<file path="src/rtl/fetch_unit.sv">
// Instruction fetch stage: holds the PC, issues single-outstanding imem req/ack, applies decode redirect.
// Optional MISALIGN_CHECK_EN traps a misaligned next PC in FAULT instead of masking bits [1:0].
module fetch_unit #(
  parameter logic [31:0] RESET_PC  = 32'h0000_0000,
  parameter logic [31:0] NOP_INSTR = 32'h0000_0013
) (
  input  logic        iClk,
  input  logic        iRst,
  output logic        oImemReq,
  output logic [31:0] oImemAddr,
  input  logic        iImemAck,
  input  logic [31:0] iImemRdata,
  output logic [31:0] oInstruction,
  output logic [31:0] oPC,
  output logic        oValid,
  input  logic        iStall,
  input  logic        iPCSrc,
  input  logic [31:0] iImmExt,
  input  logic        iFlush,
  input  logic [31:0] iFlushPC,
  output logic        oMisaligned
);

  typedef enum logic [2:0] {
    FETCH_START,
    FETCH,
    VALID,
    DRAIN
`ifdef MISALIGN_CHECK_EN
    , FAULT
`endif
  } state_e;

  state_e      state_q, state_d, redirState;
  logic        req_q, req_d, valid_q, valid_d;
  logic [31:0] addr_q, addr_d, instr_q, instr_d, pc_q, pc_d, flushPc_q, flushPc_d;
  logic        consume, redirect;
  logic [31:0] rawTgt, tgt;
`ifdef MISALIGN_CHECK_EN
  logic        tgtBad, misaligned_q, misaligned_d;
`endif

  // Redirect target: decode verdict while holding a word, the latched flush PC when draining, else iFlushPC.
  always_comb begin
    consume = valid_q & ~iStall & ~iFlush;
    if (state_q == VALID && !iFlush) begin
      rawTgt = iPCSrc ? pc_q + iImmExt : pc_q + 32'd4;
    end else if (state_q == DRAIN && !iFlush) begin
      rawTgt = flushPc_q;
    end else begin
      rawTgt = iFlushPC;
    end
    redirect = 1'b0;
    case (state_q)
      FETCH_START: redirect = iFlush;
      FETCH:       redirect = iImemAck & iFlush;
      VALID:       redirect = iFlush | consume;
      DRAIN:       redirect = iImemAck;
`ifdef MISALIGN_CHECK_EN
      FAULT:       redirect = iFlush & ~tgtBad;
`endif
      default:     redirect = 1'b0;
    endcase
  end

`ifdef MISALIGN_CHECK_EN
  always_comb begin
    tgt        = rawTgt;
    tgtBad     = |rawTgt[1:0];
    redirState = tgtBad ? FAULT : FETCH;
  end
`else
  always_comb begin
    tgt        = rawTgt & 32'hFFFF_FFFC;
    redirState = FETCH;
  end
`endif

  always_ff @(posedge iClk) begin
    if (iRst) begin
      state_q <= FETCH_START;
    end else begin
      state_q <= state_d;
    end
  end

  always_comb begin
    state_d = state_q;
    case (state_q)
      FETCH_START: state_d = redirect ? redirState : FETCH;
      FETCH: begin
        if (iImemAck) begin
          state_d = redirect ? redirState : VALID;
        end else if (iFlush) begin
          state_d = DRAIN;
        end
      end
      VALID:   if (redirect) state_d = redirState;
      DRAIN:   if (redirect) state_d = redirState;
`ifdef MISALIGN_CHECK_EN
      FAULT:   if (redirect) state_d = FETCH;
`endif
      default: state_d = FETCH_START;
    endcase
  end

  // Every output is a register; this block computes their next values.
  always_comb begin
    req_d     = req_q;
    addr_d    = addr_q;
    instr_d   = instr_q;
    pc_d      = pc_q;
    valid_d   = valid_q;
    flushPc_d = flushPc_q;
`ifdef MISALIGN_CHECK_EN
    misaligned_d = misaligned_q;
`endif
    case (state_q)
      FETCH_START: begin
        req_d  = 1'b1;
        addr_d = RESET_PC;
      end
      FETCH: begin
        if (iImemAck && !iFlush) begin
          instr_d = iImemRdata;
          pc_d    = addr_q;
          valid_d = 1'b1;
          req_d   = 1'b0;
        end else if (!iImemAck && iFlush) begin
          flushPc_d = iFlushPC;
        end
      end
      DRAIN:   if (iFlush) flushPc_d = iFlushPC;
      default: ;
    endcase
    if (redirect) begin
      valid_d = 1'b0;
      instr_d = NOP_INSTR;
      req_d   = 1'b1;
      addr_d  = tgt;
`ifdef MISALIGN_CHECK_EN
      misaligned_d = 1'b0;
      if (tgtBad) begin
        req_d        = 1'b0;
        addr_d       = addr_q;
        pc_d         = tgt;
        misaligned_d = 1'b1;
      end
`endif
    end
  end

  always_ff @(posedge iClk) begin
    if (iRst) begin
      req_q     <= 1'b0;
      addr_q    <= RESET_PC;
      instr_q   <= NOP_INSTR;
      pc_q      <= RESET_PC;
      valid_q   <= 1'b0;
      flushPc_q <= RESET_PC;
    end else begin
      req_q     <= req_d;
      addr_q    <= addr_d;
      instr_q   <= instr_d;
      pc_q      <= pc_d;
      valid_q   <= valid_d;
      flushPc_q <= flushPc_d;
    end
  end

`ifdef MISALIGN_CHECK_EN
  always_ff @(posedge iClk) begin
    if (iRst) begin
      misaligned_q <= 1'b0;
    end else begin
      misaligned_q <= misaligned_d;
    end
  end
  assign oMisaligned = misaligned_q;
`else
  assign oMisaligned = 1'b0;
`endif

  assign oImemReq     = req_q;
  assign oImemAddr    = addr_q;
  assign oInstruction = instr_q;
  assign oPC          = pc_q;
  assign oValid       = valid_q;

endmodule

</file>
<file path="config.mk">
export PLATFORM = sky130hd
export DESIGN_NAME = fetch_unit
export DESIGN_NICKNAME = d
export VERILOG_FILES = /design/src/rtl/fetch_unit.sv
export SDC_FILE = /design/constraint.sdc
export NUM_CORES = 1
export LEC_CHECK = 0
export ABC_AREA = 1
export CAP_MARGIN = 0
export CORE_MARGIN = 3
export CORE_UTILIZATION = 49
export CTS_CLUSTER_DIAMETER = 30
export DETAILED_ROUTE_END_ITERATION = 7
export PLACE_DENSITY = 0.81
export REMOVE_ABC_BUFFERS = 1
export SLEW_MARGIN = 25
export SYNTH_ARGS = -nofsm -noshare
export SYNTH_HDL_FRONTEND = slang
export SYNTH_SLANG_ARGS = --single-unit
</file>
<file path="constraint.sdc">
create_clock -name iClk -period 3.45 [get_ports iClk]
set_input_delay 1.035 -clock iClk [delete_from_list [all_inputs] [get_ports iClk]]
set_output_delay 1.035 -clock iClk [all_outputs]
set_load 0.03 [all_outputs]
</file>
# Word-level counts from Yosys, hierarchy flattened
# Cells that the tools add are included.
[word_totals]
word_cells = 58
out_inout_bits = 99
in_bits = 102
register_bits = 129
[classes]
n_bitwise = 6
addsub = 2
n_mux = 18
n_reduce_logical = 16
n_eq_ne = 9
[op_table]
columns = ["cell", "count"]
rows = [
  ["32-bit two-way mux", 8],
  ["32-bit case mux with 2 select lines", 1],
  ["32-bit by 3-bit adder with 32-bit output, second input constant", 1],
  ["32-bit adder", 1],
  ["3-bit two-way mux", 3],
  ["3-bit case mux with 3 select lines", 1],
  ["3-bit by 2-bit equality test with 1-bit output, second input constant", 2],
  ["2-bit inequality test, second input constant", 3],
  ["3-bit inequality test, second input constant", 2],
  ["2-bit AND reduction", 3],
  ["1-bit logical AND", 4],
  ["1-bit case mux with 4 select lines", 1],
  ["4-bit AND reduction", 1],
  ["2-bit nonzero test", 2],
  ["2-bit OR reduction", 2],
  ["1-bit AND", 3],
  ["3-bit by 1-bit equality test with 1-bit output, second input constant", 1],
  ["3-bit logical NOT", 1],
  ["3-bit nonzero test", 1],
  ["1-bit logical NOT", 2],
  ["1-bit two-way mux", 2],
  ["2-bit two-way mux", 1],
  ["2-bit by 1-bit inequality test with 1-bit output, second input constant", 1],
  ["1-bit NOT", 2],
  ["2 further kinds", 2],
]

# Depth between registers and ports, before layout
[depth]
word_depth = 8
ltp_mapped = 17

# Least setup slack after synthesis
# No wires, ideal clock.
[synth_timing]
path_kind = "input-to-reg"
from = "in iPCSrc"
to = "reg addr_q[23] (netlist: oImemAddr[23])"
setup_slack_ps = 559
arrival_time_ps = 2759
cell_stages = 17
path_buffers = 2
required_time_ps = 3318
cell_sequence = "clkbuf_1 > clkbuf_1 > nand2_1 > inv_1 > ha_1 > nand2_1 > inv_1 > nand2_1 > nand2_1 > a21oi_1 > nand2_1 > nand2_1 > nand2_1 > nand2_1 > nand3_1 > nand2_1 > a21oi_1"
[synth_between]
elab_chain_cells = 3
[synth_lines]
columns = ["item", "line", "rtl"]
rows = [
  ["start, declared", "17", "input logic iPCSrc,"],
  ["32-bit two-way mux", "47", "rawTgt = iPCSrc ? pc_q + iImmExt : pc_q + 32'd4;"],
  ["32-bit two-way mux", "46", "if (state_q == VALID && !iFlush) begin"],
  ["32-bit two-way mux", "136", "if (redirect) begin"],
  ["end signal, assigned", "163", "addr_q <= addr_d;"],
  ["end, declared", "36", "logic [31:0] addr_q, addr_d, instr_q, instr_d, pc_q, pc_d, flushPc_q, flushPc_d;"],
]
# Every way passes these cells.
# A chain may end at the register's enable or synchronous reset.

# Final worst setup path
[layout_timing]
from = "in iPCSrc"
to = "reg addr_q[12] (netlist: oImemAddr[12])"
# Same word-level chain as after synthesis.

==> summary.md <==
| Metric | Value |
|---|---|
| Status | finished, final reports clean |
| 1st-pass router iterations | 5 |
| CTS tree | built |
| Avg Inst Size Synth | 6.17 sq um |
| Clock transition at path regs | 0.06 ns |
| Total number of yosys warnings | 0 |
| Synth-to-layout area growth | 38.0% |
| Worst skew pair latency | 0.43 ns |
| Clock Path Buffers | 2 |
| Worst IR Drop VDD | 0.000306 V |
| Critical Path AT | 3.54 ns |
| Setup Crit Path Kind | primary input to flop |
| # setup viols final | 0 |
| Crit-path max FO | 8 |
| Wire length per cell | 14.0 um |
| Final HPWL DP | 16300 um |
| Mapped Cells | 1202 |
| Top_reg_cell synth | dfxtp_1 |
| Die area | 16600 sq um |
| Drt drc | 0 |
| Die X | 129 um |
| Share of cells above drive strength 1 | 0.0582 |
| Worst Path Required | 3.80 ns |
| Nets | 1527 |
| Final min period | 3.19 ns |
| Terminus of the critical flop-to-flop path | oImemAddr[22] |
| # diodes | 0 |
| Global route overflow | 0 |
| Sequential share of the synthesized area | 0.340 |
| Synth async-reset ratio | 0 |
| CTS root buf | clkbuf_16 |
| Worst rel slew slack | 0.549 |
| Routed WL | 22300 um |
| Setup bufs post-CTS | 0 |
| Yosys cell types | 28 |
| Leak pwr | 4.76 nW |
| Final Max Slew Viols | 0 |
| Worst slew pin tran | 0.676 ns |
| Post-route ant nets | 0 |
| Largest net degree at the start of global routing | 67 |
| Worst hold start | flushPc_q[7] |
| Via count | 8119 |
| Worst Setup Start Kind | primary input |
| Vias in the first global route | 7429 |
| Power density over cell area | 417 nW/um^2 |
| Worst Hold Class | flop to flop |
| TritonCTS buffer count | 17 |
| R2R setup slack | 1.24 ns |
| H-tree Lvls | 4 |
| Cell row count | 44 |
| Core ar. | 14600 sq um |
| Clock skew | 0.00734 ns |
| Initial Utilization | 0.506 |
| Clock sink total | 126 |
| Die height | 129 um |
| Tot Pwr | 4.27 mW |
| Vias per inst | 5.10 |
| Mapped cell area | 7420 sq um |
| First-pass GRT wire length | 36000 um |
| Max Clk Rate | 314 MHz |
| RSZ-0062 raised after global routing | false |
| Final hold violation count | 0 |
| Sum Neg Setup Slack | 0 ns |
| Worst R2R Start | oPC[2] |
| Max cap viols | 0 |
| GP Congestion | 1.00 |
| Number of flops mapped to enable cells by yosys | 0 |
| Iter 0 DRT Violations | 534 |
| Initial antenna violation count | 0 |
| Buffers on Ports | 191 |
| Fin crit share | 0.924 |
| Worst setup EP type | flop |
| R2R depth | 13 |
| #FFs+latches synth | 126 |
| Hold Path Stages | 2 |
| Hold slack | 0.452 ns |
| I/O pins | 201 |
| Total Routing Usage GR | 0.268 |
| Hold Path End | flushPc_q[7] |
-- report_power, final --
part	total, mW	switching (mW)	internal [mW]	leakage [nW]
Clock	1.88	0.716	1.17	0.299
Sequential	1.58	0.0480	1.53	1.03
Combinational	0.807	0.464	0.343	3.43
Total	4.27	1.23	3.04	4.76
-- cell usage after synthesis (2+ instances only) --
| cell | count | share of area |
|---|---|---|
| o21ai_0 | 65 | 0.044 |
| dfxtp_1 | 126 | 0.34 |
| xor2_1 | 4 | 0.0047 |
| o21bai_1 | 8 | 0.0081 |
| buf_4 | 8 | 0.0081 |
| nor2_2 | 4 | 0.0034 |
| xnor2_1 | 3 | 0.0035 |
| buf_2 | 6 | 0.0040 |
| a21oi_1 | 120 | 0.081 |
| nand4_1 | 4 | 0.0034 |
| nor3_1 | 2 | 0.0013 |
| o211ai_1 | 34 | 0.034 |
| inv_2 | 5 | 0.0025 |
| nor2_1 | 112 | 0.057 |
| inv_1 | 172 | 0.087 |
| clkbuf_1 | 43 | 0.022 |
| nand3_1 | 60 | 0.040 |
| nand2_1 | 388 | 0.20 |
| ha_1 | 29 | 0.049 |
-- stage by stage --
stage,std cells,util,cell area (sq um),setup slack (ns)
after global routing,1592,0.699,10200,0.00841
after global placement,1560,0.656,9610,-0.0519
after CTS,1592,0.698,10200,0.261
after detailed placement,1560,0.656,9610,-0.0601
after floorplan,1149,-,7180,-0.484
final,1592,0.699,10200,0.262
-- flip-flops by register name (all words and copies together) (netlist names) --
name	cells
state_q	2
oImemAddr	30
oPC	30
flushPc_q	30
oValid	1
oImemReq	1
oInstruction	32
-- layout make-up --
cell class | instances | area (sq um)
Fill cell | 1256 | 4410
Multi-Input combinational cell | 845 | 4000
Sequential cell | 126 | 2520
Timing Repair Buffer | 227 | 2190
Inverter | 178 | 668
Clock buffer | 18 | 439
Tap cell | 184 | 230
Clock inverter | 14 | 180
-- worst max-delay path by stage --
stage,from,to,slack (ns),cells after the start
floorplan,iFlush,state_q[0],-0.48,4
global placement,iPCSrc,oImemAddr[22],-0.05,15
detailed placement,iPCSrc,oImemAddr[22],-0.06,15
CTS,iPCSrc,oImemAddr[12],0.26,14
global route,iPCSrc,oImemAddr[12],0.008,14
finish,iPCSrc,oImemAddr[12],0.26,14
-- what timing repair did --
item | 4_1_cts | 5_1_grt
hold buffers | 0 | 0
gates resized for setup | 0 | 1
endpoints found under the setup margin | 0 | 1
-- cell families (layout without fill, tap and decap cells) --
| logic type | after synthesis | in the layout | share of synthesized area |
|---|---|---|---|
| buffers and inverters | 235 | 437 | 0.124 |
| adder cells (fa/ha/maj) | 30 | 30 | 0.0516 |
| AND/OR/NAND/NOR | 574 | 574 | 0.306 |
| flip-flops | 126 | 126 | 0.340 |
| XOR/XNOR | 7 | 7 | 0.00827 |
| other | 1 | 5 | 0.000506 |
| AO/OA/AOI/OAI | 229 | 229 | 0.170 |
-- critical path: stages --
cell and delay [ns]:
clkdlybuf4s50_1 0.58, buf_4 0.21, nand2_1 0.06, inv_1 0.05
ha_1 0.26, nand2_1 0.12, inv_1 0.05, a21oi_1 0.22
nand3_2 0.22, nand2_1 0.11, inv_1 0.04, o21ai_0 0.28
nand3_1 0.14, a21oi_1 0.15
-- routing by layer --
metal  part of all wire  track usage  up-vias
met4              0.025       0.0970        0
met3              0.059       0.0466       41
li1                   -            -     4169
met1               0.46        0.361     3657
met5                  0            0        -
met2               0.46        0.434      252
-- cells in the final DEF (no fill, tap or decap) --
cell	synthesis	routed
clkdlybuf4s50_1	0	191
a21oi_1	120	120
clkbuf_16	0	17
xnor2_1	3	3
inv_2	5	6
nor2_4	1	1
a21oi_2	1	1
xor2_1	4	4
inv_6	0	6
o21ai_0	65	65
bufinv_16	0	3
clkinvlp_4	0	2
clkinv_2	0	1
nand3b_1	1	1
a21o_1	1	1
clkbuf_8	0	1
ha_1	29	29
fa_1	1	1
nor2_2	4	4
nor3_1	2	2
and3_1	1	1
nand4_1	4	4
o21bai_1	8	8
inv_1	172	172
nor2_1	112	112
nand3_1	60	58
nand3_2	0	2
and2_1	1	1
buf_12	0	1
nand2_1	388	388
buf_4	8	35
dfxtp_1	126	126
conb_1	1	5
o211ai_1	34	34
clkinv_4	0	2
(Power assumes the default switching activity.)
